File: config.mk
export PLATFORM = sky130hd
export DESIGN_NAME = pattern_gen
export DESIGN_NICKNAME = d
export VERILOG_FILES = /design/src/rtl/simple_tb_pkg.sv /design/src/rtl/lfsr_galois.sv /design/src/rtl/pattern_gen.sv
export SDC_FILE = /design/constraint.sdc
export NUM_CORES = 1
export LEC_CHECK = 0
export ABC_AREA = 1
export ABC_CLOCK_PERIOD_IN_PS = 4500
export CAP_MARGIN = 30
export CELL_PAD_IN_SITES_DETAIL_PLACEMENT = 0
export CELL_PAD_IN_SITES_GLOBAL_PLACEMENT = 2
export CORE_UTILIZATION = 29
export DETAILED_ROUTE_END_ITERATION = 10
export MAX_ROUTING_LAYER = met4
export PLACE_DENSITY = 0.81
export SLEW_MARGIN = 20
export SYNTH_ARGS = -nofsm -noshare
export SYNTH_HDL_FRONTEND = slang
export SYNTH_SLANG_ARGS = --single-unit
export TNS_END_PERCENT = 20
File: constraint.sdc
create_clock -name clk -period 4.5 [get_ports clk]
set_input_delay 0.9 -clock clk [delete_from_list [all_inputs] [get_ports clk]]
set_output_delay 0.9 -clock clk [all_outputs]
set_load 0.01 [all_outputs]
File: src/rtl/simple_tb_pkg.sv
// Shared types and helpers for the pattern generator and its LFSR.
// Functions work on 32-bit containers; callers truncate to their own width.
package simple_tb_pkg;

    localparam int unsigned LfsrMaxW = 32;

    typedef enum logic [1:0] {
        StIdle = 2'd0,
        StRun  = 2'd1,
        StDone = 2'd2
    } pg_state_e;

    // Galois step: shift right, fold the feedback mask in when bit 0 falls out.
    function automatic logic [LfsrMaxW-1:0] lfsr_next(input logic [LfsrMaxW-1:0] x,
                                                       input logic [LfsrMaxW-1:0] poly);
        logic [LfsrMaxW-1:0] shifted;
        shifted = x >> 1;
        return x[0] ? (shifted ^ poly) : shifted;
    endfunction

    function automatic logic [15:0] sat_inc16(input logic [15:0] v);
        return (v == 16'hFFFF) ? v : v + 16'd1;
    endfunction

endpackage

File: src/rtl/lfsr_galois.sv
// Galois LFSR register with synchronous load and advance; load wins over advance.
module lfsr_galois
    import simple_tb_pkg::*;
#(
    parameter int unsigned         WIDTH = 8,
    parameter logic [WIDTH-1:0]    POLY  = 8'hB8
) (
    input  logic             clk,
    input  logic             rst_n,
    input  logic             load,
    input  logic [WIDTH-1:0] seed,
    input  logic             adv,
    output logic [WIDTH-1:0] q
);

    logic [WIDTH-1:0] q_q;
    logic [WIDTH-1:0] q_d;
    logic [LfsrMaxW-1:0] step;

    always_comb begin
        step = lfsr_next(LfsrMaxW'(q_q), LfsrMaxW'(POLY));
        q_d  = q_q;
        if (load) begin
            q_d = seed;
        end else if (adv) begin
            q_d = step[WIDTH-1:0];
        end
    end

    always_ff @(posedge clk) begin
        if (!rst_n) begin
            q_q <= '0;
        end else begin
            q_q <= q_d;
        end
    end

    assign q = q_q;

    // The upper bits of the 32-bit step are always zero for a WIDTH-bit mask.
    logic unused_step;
    assign unused_step = ^step;

endmodule

File: src/rtl/pattern_gen.sv
// LFSR-driven reference pattern source that checks a looped-back response,
// counting mismatches and recording the index of the first one.
module pattern_gen
    import simple_tb_pkg::*;
#(
    parameter int unsigned      WIDTH   = 8,
    parameter logic [WIDTH-1:0] POLY    = 8'hB8,
    parameter logic [WIDTH-1:0] SEED    = 8'h01,
    parameter int unsigned      NUM_VEC = 16
) (
    input  logic             clk,
    input  logic             rst_n,
    input  logic             start,
    input  logic             hold,
    input  logic [WIDTH-1:0] test,
    output logic [WIDTH-1:0] pat,
    output logic             pat_valid,
    output logic             busy,
    output logic             done,
    output logic [15:0]      vec_idx,
    output logic [15:0]      err_cnt,
    output logic [15:0]      first_err
);

    localparam logic [WIDTH-1:0] SeedOne = {{(WIDTH-1){1'b0}}, 1'b1};
    localparam logic [WIDTH-1:0] SeedEff = (SEED == '0) ? SeedOne : SEED;
    localparam logic [15:0]      LastIdx = 16'(NUM_VEC - 1);

    pg_state_e        state_q;
    logic [15:0]      vec_idx_q;
    logic [15:0]      err_cnt_q;
    logic [15:0]      first_err_q;
    logic [WIDTH-1:0] lfsr_q;

    logic check;
    logic last;
    logic mismatch;
    logic lfsr_load;
    logic lfsr_adv;

    always_comb begin
        check     = (state_q == StRun) && !hold;
        last      = check && (vec_idx_q == LastIdx);
`ifdef SYNTHESIS
        mismatch  = check && (test != lfsr_q);
`else
        mismatch  = check && (test !== lfsr_q);
`endif
        lfsr_load = start && (state_q != StRun);
        // Not advancing on the final check keeps the last vector on pat in DONE.
        lfsr_adv  = check && !last;
    end

    lfsr_galois #(
        .WIDTH (WIDTH),
        .POLY  (POLY)
    ) u_lfsr (
        .clk   (clk),
        .rst_n (rst_n),
        .load  (lfsr_load),
        .seed  (SeedEff),
        .adv   (lfsr_adv),
        .q     (lfsr_q)
    );

    always_ff @(posedge clk) begin
        if (!rst_n) begin
            state_q     <= StIdle;
            vec_idx_q   <= '0;
            err_cnt_q   <= '0;
            first_err_q <= '0;
        end else begin
            unique case (state_q)
                StIdle, StDone: begin
                    if (start) begin
                        state_q     <= StRun;
                        vec_idx_q   <= '0;
                        err_cnt_q   <= '0;
                        first_err_q <= '0;
                    end
                end
                StRun: begin
                    if (check) begin
                        if (mismatch) begin
                            err_cnt_q <= sat_inc16(err_cnt_q);
                            if (err_cnt_q == '0) begin
                                first_err_q <= vec_idx_q;
                            end
                        end
                        if (last) begin
                            state_q <= StDone;
                        end else begin
                            vec_idx_q <= vec_idx_q + 16'd1;
                        end
                    end
                end
                default: state_q <= StIdle;
            endcase
        end
    end

    assign pat       = lfsr_q;
    assign pat_valid = check;
    assign busy      = (state_q == StRun);
    assign done      = (state_q == StDone);
    assign vec_idx   = vec_idx_q;
    assign err_cnt   = err_cnt_q;
    assign first_err = first_err_q;

`ifndef SYNTHESIS
    a_lfsr_nonzero: assert property (@(posedge clk) disable iff (!rst_n)
        (state_q == StRun) |-> (lfsr_q != '0));
    a_idx_in_range: assert property (@(posedge clk) disable iff (!rst_n)
        (state_q == StRun) |-> (vec_idx_q <= LastIdx));
`endif

endmodule
==> flow_summary.toml <==
[layout]
final_nets = 593
syn2layout_area_growth_pct = 30.7
final_cell_mix = "133 x nand2_1, 80 x nor2_1, 70 x clkdlybuf4s50_1, 58 x dfxtp_1, 57 x nand3_1"
drive_above_1_share_pct = 8.93
final_util_pct = 38.9
diodes = 0
fillers = 1248
layout_commonest_cell = "nand2_1"

[die]
core_area_um2 = 11400
dieArea_um2 = 12200
start_util_pct = 29.8
io_pins = 71
die_h_um = 110
die_width_um = 110
rows = 39

[routing]
postRouteAntennaNets = 0
drc_errors = 0
drtPass1Iterations = 4
drt_iter0_markers = 176
dr_total_vias = 3348
via_per_inst = 4.62
wl_per_cell_um = 13.4
routed_wl_um = 9740

[yosys]
synth_seq_cells = 58
synth_area_per_cell_um2 = 6.54
yosysWarningCount = 0
synth.distinct_cells = 29
ys_seq_area_share_pct = 34.2
synth_fp_nets = 535
syn-instance-count = 520
synthesis.area_um2 = 3400

[timing]
period_minus_slack_ns = 3.07
rsz0062_at_grt = "no"
worst_pin_slew_ns = 0.825
hold_violations = 0
drv_slew = 0
max_freq_mhz = 326
period_share_pct = 68.2
setup-tns-final_ns = 0
slew_headroom_pct = 44.8
setup-violations-final = 0
final.setup_skew_ns = 0.00699
holdWs_ns = 0.479

[worst_setup_path]
ff2ff_path_depth = 11
reg2reg_to = "err_cnt[9]$_SDFFE_PN0P_"
worstPathRequired_ns = 3.60
path_buf_inv = 4
r2r-start = "u_lfsr.q[0]$_SDFFE_PN0P_"
timing_worst_setup_path_type = "in -> out"
max_stage_delay_ns = 0.56
critical_path_arrival_ns = 2.17
path_delay_family = "buffers and inverters"
endpoint_kind = "primary output"
crit_chain = "clkdlybuf4s50_1 -> inv_1 -> nand2_1 -> inv_2 -> clkdlybuf4s50_1"
cp_slowest_cell = "clkdlybuf4s50_1"
crit_fanout = 7
critPathLaunchType = "input pin"
r2r_slack_ns = 2.34
crit_top_cell = "clkdlybuf4s50_1"

[placement]
dp_hpwl_um = 6820
io_buffers = 70
gp_congestion = 0.865

[global_routing]
grt_max_degree = 43
grt_use_total_pct = 17.7
overflow = 0
grt_pass1_vias = 3141
antenna_found_initial = 0
grt_pass1_wl_um = 15900

[hold_path]
min-delay-start = "first_err[7]$_SDFFE_PN0P_"
worstHoldEndpoint = "first_err[7]$_SDFFE_PN0P_"
hp-class = "reg -> reg"
hold_depth = 2

[power]
p_total_uw = 1460
ir_drop_uv = 129
p_leak_uw = 0.00169
power_density_nw_per_um2 = 329

[cts]
cts-root-buf = "clkbuf_16"
cts_setup_buffers = 0
clk_pin_slew_ns = 0.05
cts_buffer_depth = 2
ctsResizeCount = 0
cts_hold_buf = 0
cts_tree = "done"
cts.sinks = 58
cts_buffers = 9
cts-htree-levels = 3
clk_latency_ns = 0.33

[run_status]
status = "completed"

[run]
cap_violations = 0
[routing by layer]
layer / up-vias / wire length (um) / GRT usage (%)
li1: 1776 / - / -
met1: 1491 / 4870 / 24.2
met2: 75 / 4380 / 26.0
met3: 6 / 418 / 3.53
met4: 0 / 72 / 5.55
met5: - / 0 / -
[worst reg2reg max path, stage by stage (launching register included)]
cell     delay, ns
dfxtp_1       0.51
inv_1         0.07
nand2_1       0.06
nand2_1       0.04
nand2_1       0.05
nor2_1        0.04
nand2_1       0.08
nand2_1       0.07
nand2_2       0.61
nand2_4       0.30
nand2_1       0.14
a21oi_1       0.06
[cells by family (layout without fill, tap and decap cells)]
group / after synthesis / count (layout) / synth area share [%]
and+or+nand+nor: 308 / 308 / 40.7
buffers and inverters: 73 / 135 / 10.0
AOI/OAI and AO/OA: 61 / 61 / 9.65
DFF: 58 / 58 / 34.2
adders and majority gates: 3 / 3 / 1.10
xor gates and xnor gates: 17 / 17 / 4.38
[flip-flops by register name, summed over array words and instances, names as in the netlist]
register / count
vec_idx: 16
u_lfsr.q: 8
first_err: 16
state_q: 2
err_cnt: 16
[worst max path at each step]
stage,to,cells past startpoint,startpoint,slack [ns]
2_1_floorplan,pat_valid,3,hold,2.45
3_3_place_gp,pat_valid,5,hold,1.42
3_5_place_dp,pat_valid,5,hold,1.42
4_1_cts,pat_valid,5,hold,1.42
5_1_grt,pat_valid,5,hold,1.33
6_report,pat_valid,5,hold,1.43
[cells in the mapped netlist]
cell type	number	area (um2)
nand2_1	133	499
nor2_1	80	300
dfxtp_1	58	1160
nand3_1	57	285
a21oi_1	43	215
inv_1	39	146
xor2_1	14	123
buf_2	11	55.1
nand4_1	10	62.6
o21ai_0	9	45.0
inv_2	8	30.0
buf_4	7	52.6
nand2_2	6	37.5
nor3_1	6	30.0
a21oi_2	5	43.8
clkbuf_1	5	18.8
nand2_4	5	56.3
nor2_4	4	45.0
ha_1	3	37.5
nand3_2	3	30.0
o21ai_1	3	15.0
xnor2_1	3	26.3
buf_6	2	22.5
buf_8	1	15.0
nand3b_1	1	7.51
nor2_2	1	6.26
nor3_2	1	10.0
nor3b_2	1	12.5
o21ai_2	1	8.76
[per-stage QoR]
stage / cells / area [um2] / setup slack (ns)
after floorplan: 520 / 3400 / 2.45
after CTS: 725 / 4440 / 1.42
final: 725 / 4440 / 1.43
after global routing: 725 / 4440 / 1.33
after global placement: 710 / 4140 / 1.42
after detailed placement: 710 / 4140 / 1.42
[report_power, final]
| group | switching (uW) | internal (uW) |
|---|---|---|
| combinational | 118 | 81.7 |
| clock | 241 | 470 |
| sequential | 17.2 | 535 |
[final cells by class]
class	instances	area (um2)	area share, %
multi-input combinational	389	1900	42.7
sequential	58	1160	26.1
timing repair buffer	73	723	16.3
clock buffer	13	270	6.08
tap	143	179	4.03
inverter	47	176	3.97
clock inverter	2	35.0	0.789
(Power assumes the default switching activity.)
